===== config.mk =====
export PLATFORM = sky130hd
export DESIGN_NAME = alu_seq
export DESIGN_NICKNAME = d
export VERILOG_FILES = /design/src/rtl/alu_seq.sv
export SDC_FILE = /design/constraint.sdc
export NUM_CORES = 1
export LEC_CHECK = 0
export BUFFER_PORTS_ARGS = -buffer_cell sky130_fd_sc_hd__buf_2
export CAP_MARGIN = 30
export CORE_MARGIN = 4
export CORE_UTILIZATION = 52
export CTS_CLUSTER_SIZE = 8
export DETAILED_ROUTE_END_ITERATION = 12
export GPL_ROUTABILITY_DRIVEN = 0
export PLACE_DENSITY = 0.82
export SETUP_SLACK_MARGIN = 0.2
export SLEW_MARGIN = 20
export SYNTH_ARGS = -nofsm -noshare
export SYNTH_HDL_FRONTEND = slang
export SYNTH_SLANG_ARGS = --single-unit

===== constraint.sdc =====
create_clock -name clk -period 1.8 [get_ports clk]
set_input_delay 0.27 -clock clk [delete_from_list [all_inputs] [get_ports clk]]
set_output_delay 0.27 -clock clk [all_outputs]
set_load 0.02 [all_outputs]

===== src/rtl/alu_seq.sv =====
// alu_seq: registered valid/ready ALU with iterative shift-add multiply on opcode 111.
// Define ALU_FLAGS_EN to add the Zero/Neg/Ovf result flags.
module alu_seq #(
    parameter int WIDTH = 4
) (
    input  logic             clk,
    input  logic             rst_n,
    input  logic [WIDTH-1:0] A,
    input  logic [WIDTH-1:0] B,
    input  logic             Cin,
    input  logic [2:0]       Ctrl,
    input  logic             In_valid,
    output logic             In_ready,
    output logic [WIDTH-1:0] Output,
    output logic [WIDTH-1:0] Output_hi,
    output logic             Cout,
    output logic             Out_valid,
`ifdef ALU_FLAGS_EN
    output logic             Zero,
    output logic             Neg,
    output logic             Ovf,
`endif
    input  logic             Out_ready
);
    localparam int CW = $clog2(WIDTH);
    typedef enum logic [1:0] {IDLE, MUL, DONE} state_t;
    state_t state, state_n;
    logic [WIDTH-1:0] a_r, res_c;
    logic [2*WIDTH-1:0] prod, prod_n;
    logic [WIDTH:0] sum, dif, part;
    logic [CW-1:0] cnt;
    logic cout_c, accept, last;
    assign In_ready = (state == IDLE) | ((state == DONE) & Out_ready);
    assign Out_valid = state == DONE;
    assign accept = In_valid & In_ready;
    assign last = (state == MUL) && (cnt == CW'(WIDTH - 1));
    assign sum = {1'b0, A} + {1'b0, B} + (WIDTH + 1)'(Cin);
    assign dif = {1'b0, A} - {1'b0, B} - (WIDTH + 1)'(Cin);
    // One multiplier bit per cycle: add A into the high half, then shift the whole product right.
    assign part = {1'b0, prod[2*WIDTH-1:WIDTH]} + (prod[0] ? {1'b0, a_r} : '0);
    assign prod_n = {part, prod[WIDTH-1:1]};
    always_comb begin
        res_c = '0;
        cout_c = 1'b0;
        case (Ctrl)
            3'b000: {cout_c, res_c} = sum;
            3'b001: {cout_c, res_c} = dif;
            3'b010: res_c = A & B;
            3'b011: res_c = A | B;
            3'b100: res_c = A ^ B;
            3'b101: {cout_c, res_c} = {A, Cin};
            3'b110: {res_c, cout_c} = {Cin, A};
            default: ;
        endcase
    end
`ifdef ALU_FLAGS_EN
    logic ovf_c;
    assign ovf_c = (Ctrl == 3'b000) ? (A[WIDTH-1] == B[WIDTH-1]) && (sum[WIDTH-1] != A[WIDTH-1]) :
                   (Ctrl == 3'b001) ? (A[WIDTH-1] != B[WIDTH-1]) && (dif[WIDTH-1] != A[WIDTH-1]) : 1'b0;
`endif
    always_ff @(posedge clk or negedge rst_n)
        if (!rst_n) state <= IDLE;
        else state <= state_n;
    always_comb begin
        state_n = state;
        case (state)
            IDLE, DONE: begin
                if (accept) state_n = (Ctrl == 3'b111) ? MUL : DONE;
                else if (state == DONE && Out_ready) state_n = IDLE;
            end
            MUL: if (last) state_n = DONE;
            default: state_n = IDLE;
        endcase
    end
    always_ff @(posedge clk or negedge rst_n) begin
        if (!rst_n) begin
            a_r <= '0;
            prod <= '0;
            cnt <= '0;
            Output <= '0;
            Output_hi <= '0;
            Cout <= 1'b0;
`ifdef ALU_FLAGS_EN
            Zero <= 1'b0;
            Neg <= 1'b0;
            Ovf <= 1'b0;
`endif
        end else if (accept) begin
            if (Ctrl == 3'b111) begin
                a_r <= A;
                prod <= {{WIDTH{1'b0}}, B};
                cnt <= '0;
            end else begin
                Output <= res_c;
                Output_hi <= '0;
                Cout <= cout_c;
`ifdef ALU_FLAGS_EN
                Zero <= res_c == '0;
                Neg <= res_c[WIDTH-1];
                Ovf <= ovf_c;
`endif
            end
        end else if (state == MUL) begin
            prod <= prod_n;
            cnt <= cnt + 1'b1;
            if (last) begin
                Output <= prod_n[WIDTH-1:0];
                Output_hi <= prod_n[2*WIDTH-1:WIDTH];
                Cout <= |prod_n[2*WIDTH-1:WIDTH];
`ifdef ALU_FLAGS_EN
                Zero <= prod_n == '0;
                Neg <= prod_n[WIDTH-1];
                Ovf <= 1'b0;
`endif
            end
        end
    end
endmodule


Word level (Yosys, flattened, before mapping)
Index checks and enable logic that the tools add are counted.
Word-level totals
  output and inout port bits: 11
  flip-flop bits (word level): 25
  word-level logic and storage cells: 71
  input port bits: 16
Operators by class
  reduce and logical (&&, ||, !) cells: 12
  mux-type cells: 26
  bitwise gates (word level): 6
  add/sub/neg operators: 6
  equal/unequal tests: 14
Operator list (count)
  4-bit two-way mux: 9
  4-bit one-hot mux with 7 select lines: 1
  8-bit two-way mux: 3
  2-bit two-way mux: 7
  3-bit equality test (second input constant): 4
  4-bit by 4-bit adder with 5-bit output: 2
  3-bit by 2-bit equality test with 1-bit output (second input constant): 2
  2-bit AND reduction: 3
  5-bit by 1-bit adder with 5-bit output: 1
  4-bit by 4-bit subtractor with 5-bit output: 1
  5-bit by 1-bit subtractor with 5-bit output: 1
  4-bit AND: 1
  2-bit equality test (second input constant): 2
  1-bit two-way mux: 4
  2-bit inequality test (second input constant): 2
  4-bit bitwise OR: 1
  1-bit one-hot mux with 4 select lines: 1
  2-bit one-hot mux with 2 select lines: 1
  2-bit nonzero test: 2
  4-bit OR reduction: 1
  4-bit XOR: 1
  3-bit by 1-bit equality test with 1-bit output (second input constant): 1
  3-bit zero test: 1
  3-bit inequality test (second input constant): 1
  other kinds (9): 11

Logic depth before layout (Yosys ltp)
  depth in word-level cells: 6
  mapped depth: 9
  depth with buffers taken out: 9

Least setup slack after synthesis
No wires, ideal clock.
  path kind: in2reg
  start: input port A[0]
  end: register Output[2]
  data required time: 1670 ps
  buffers on the path: 0
  cell stages on the path: 6
  setup time: 130 ps
  arrival time: 1943 ps
  setup slack: -274 ps
  cell sequence: fa_1 fa_1 xor2_1 mux4_2 o211ai_1 o21ai_0
Between the ends
  word-level cells in the longest chain between the ends: 5
  elaborated cells between the ends (all ways): 7
  classes of those cells: add/sub (4); mux (3)
Ends and longest elaborated chain
  from (decl): RTL line 8  | input logic [WIDTH-1:0] A,
  4-bit by 4-bit subtractor with 5-bit output or 4-bit by 4-bit adder with 5-bit output (tied branches): RTL line 38, 37
  5-bit by 1-bit subtractor with 5-bit output or 5-bit by 1-bit adder with 5-bit output (tied branches): RTL line 38, 37
  4-bit one-hot mux with 7 select lines (*): RTL line 45  | case (Ctrl)
  4-bit two-way mux (*): RTL line 89  | if (Ctrl == 3'b111) begin
  4-bit two-way mux (*): RTL line 88  | end else if (accept) begin
  to (signal assigned): RTL line 94  | Output <= res_c;
  to (signal assigned): RTL line 107  | Output <= prod_n[WIDTH-1:0];
  to (decl): RTL line 14  | output logic [WIDTH-1:0] Output,
Every way passes the cells marked *; elsewhere a longest branch is shown, timed or not. The select of a mux whose other input is x is not followed.
A chain may end at the register's enable or synchronous reset.

Worst setup path after layout
  start: register a_r[0]
  end: register Cout
Between the ends
  word-level cells in the longest chain between the ends: 6
Ends and longest elaborated chain
  from (decl): RTL line 28  | logic [WIDTH-1:0] a_r, res_c;
  from (signal assigned): RTL line 77  | a_r <= '0;
  from (signal assigned): RTL line 90  | a_r <= A;
  4-bit two-way mux: RTL line 40  | assign part = {1'b0, prod[2*WIDTH-1:WIDTH]} + (prod[0] ? {1'b0, a_r} : '0);
  4-bit by 4-bit adder with 5-bit output: RTL line 40
  4-bit OR reduction: RTL line 109  | Cout <= |prod_n[2*WIDTH-1:WIDTH];
  1-bit two-way mux: RTL line 106  | if (last) begin
  1-bit two-way mux: RTL line 103  | end else if (state == MUL) begin
  1-bit two-way mux: RTL line 88
  to (signal assigned): RTL line 96  | Cout <= cout_c;
  to (signal assigned): RTL line 109
  to (decl): RTL line 16  | output logic Cout,
No other way between the ends. The select of a mux whose other input is x is not followed.

==> reports/results.tsv <==
metric	value	unit
status	finished, violations left	
failing checks	setup timing	
root buffer cell	clkbuf_8	
layout cells sized above 1	39.92	%
CTS tree	done	
I/O Buffers	26	
first-pass iteration count of the detailed router	4	
Max clock buf depth	2	
count leader, synth	dfrtp_1	
largest area contributor in the netlist	dfrtp_1	
clk_lat worst skew	0.28	ns
Seq pwr share	39.0	%
Filler Cell Count	270	
Worst-path clk slew	0.10	ns
Top Ports	27	
max cap viols	0	
Syn Std Cell Area	1942	µm²
Design Area, Final	2494	µm²
top-area cell type share of the netlist area	32.22	%
drt via density	5.517	
DIE AREA	4776	µm²
Worst setup EP type	register	
synth warn	0	
EDFF count, synth	0	
combinational power share	44.7	%
first-pass GRT wire length	7.755	mm
Switching Share	37.98	%
gr usage total	20.09	%
post-DP HPWL	3.489	mm
DR DRC count	0	
WL/cell	16.19	µm
total CTS buffers	3	
setup ws final	-0.1113	ns
Avg Cell Area, Syn	9.857	µm²
number of global-route vias before repair	1591	
Nets	289	
VDD IR max	0.4164	mV
worst hold-check path type	input port to register	
min Tclk post-route	1.911	ns
Data required, critical path	1.97	ns
net switching power	0.0008300	W
Max Freq	523.2	MHz
post-route ant nets	0	
Worst Clk Skew	0.005634	ns
Int Pwr	0.001355	W
Rel. slew slack	62.75	%
DR iter-0 viols	105	
Pleak	1.241	nW
CP max FO	2	
Synth area leaders	dfrtp_1 32%, ha_1 12%, fa_1 5.2%, nand2_1 4.1%, o21ai_0 3.9%	
initial antenna violation count	0	
fin crit share	106.2	%
Post-Route Setup TNS	-0.2107	ns
WL final	4.761	mm
syn nets	237	
Synth cell types	40	
clock share of power	16.3	%
Synth Flop Type	dfrtp_1	
FP Rows	21	
pwr dens	876.3	nW/µm²
clk sinks	25	
RSZ-0062 raised after global routing	yes	
fin. max-slew vios	0	
routed vias	1622	
Least-Margin Pin Slew	0.5588	ns
H-tree depth	1	
Post-synth top cells	25 x dfrtp_1, 21 x nand2_1, 19 x ha_1	
GRT overflow	0	
initial cell density of the core	55.99	%
Cell Count, Final, Fillers Out	294	
Setup-failing EPs final	3	
CP arrival	2.09	ns
Setup CP Type	register to register	
Post-synth ARST share	100.0	%
Post-Syn Instances	197	
Post-DP Area	2266	µm²
Placed Cells	283	
final hold viol count	0	
die span in x	69.11	µm
# diodes	0	
Core ar.	3468	µm²
DIE HEIGHT	69.11	µm
sequential area share after synthesis	32.22	%
critical path startpoint category	register	
Synth-to-Final Area Change	28.41	%
largest net degree at the start of global routing	26	
Seq cells post-synth	25	
[state kept, by name (all words and copies together) (netlist names)]
name,flops
Output_hi,4
Output,4
a_r,4
Cout,1
cnt,2
state,2
prod,8
[routing by layer]
metal / vias up / GRT usage, % / wire, µm
met2: 50 / 34.00 / 2347
li1: 789 / - / -
met4: 0 / 6.291 / 133
met5: - / 0 / 0
met3: 10 / 2.907 / 242
met1: 773 / 26.38 / 2037
[final timing paths]
path	start	slack (ns)	depth (start not counted)	end
hold / removal	Out_ready	0.20	2	state[1]
min in group asynchronous	rst_n	0.50	2	Output_hi[3]
setup reg to reg	a_r[0]	-0.11	8	Cout
setup / recovery	a_r[0]	-0.11	8	Cout
max in group asynchronous	rst_n	0.93	2	Output[2]
hold reg to reg	Output_hi[3]	0.51	2	Output_hi[3]
[layout make-up]
| cell class | instances | area [µm²] | area share (%) |
|---|---|---|---|
| repair buffers | 55 | 382.9 | 15.35 |
| clock inverters | 1 | 7.507 | 0.3011 |
| multi-input cells | 147 | 1313 | 52.63 |
| flip-flops and latches | 25 | 625.6 | 25.09 |
| well taps | 46 | 57.56 | 2.308 |
| clock buffers | 3 | 41.29 | 1.656 |
| inverters | 17 | 66.31 | 2.659 |
[power groups by stage]
stage	Sequential, W	Combinational (W)	Clock (W)
CTS	0.000842	0.000913	0.000360
finish	0.000853	0.000976	0.000356
detailed placement	0.000841	0.000842	0
global route	0.000873	0.00107	0.000383
global placement	0.000836	0.000810	0
floorplan	0.000859	0.000531	0
[logic make-up (layout without fill, tap and decap cells)]
kind of cell	count (synthesis)	in the layout	synth area share (%)
mux	12	12	8.376
buf+inv	25	76	7.088
xor+xnor	8	8	3.608
flops	25	25	32.22
compound gates	49	49	16.37
fa+ha+maj	24	24	17.40
simple gates	54	54	14.95
[placed cells by master, fill, tap and decap left out, drive strengths merged, types with 7 or more instances in the layout]
| cell | count |
|---|---|
| nand2 | 21 |
| nor2 | 11 |
| a21oi | 10 |
| ha | 19 |
| buf | 54 |
| o21ai | 15 |
| dfrtp | 25 |
| a22o | 7 |
| inv | 17 |
[stage by stage]
stage	hold WS [ns]	util [%]	power [W]	setup WS, ns
3_5_place_dp	0.2865	65.33	0.001682	-0.3985
3_3_place_gp	0.2857	65.33	0.001646	-0.3379
6_report	0.2012	71.90	0.002185	-0.1113
5_1_grt	0.2148	71.90	0.002326	-0.1693
2_1_floorplan	-0.02559	-	0.001390	-0.1685
4_1_cts	0.2023	69.52	0.002114	-0.07206
[worst max-delay path: stages (launching register included)]
cell and delay, ns:
dfrtp_1 0.39, and2_4 0.17, ha_4 0.15, fa_2 0.34
a21o_1 0.20, a21oi_2 0.21, nand3_2 0.14, o32ai_4 0.15
a21oi_2 0.04
[repair_timing]
item,in CTS,in global routing
hold endpoints to repair,25,0
setup buffers,2,4
pin swaps,19,14
hold buffers,1,0
gates resized for setup,16,15
setup endpoints to repair,11,20
Power figures use the tool's default switching activity.
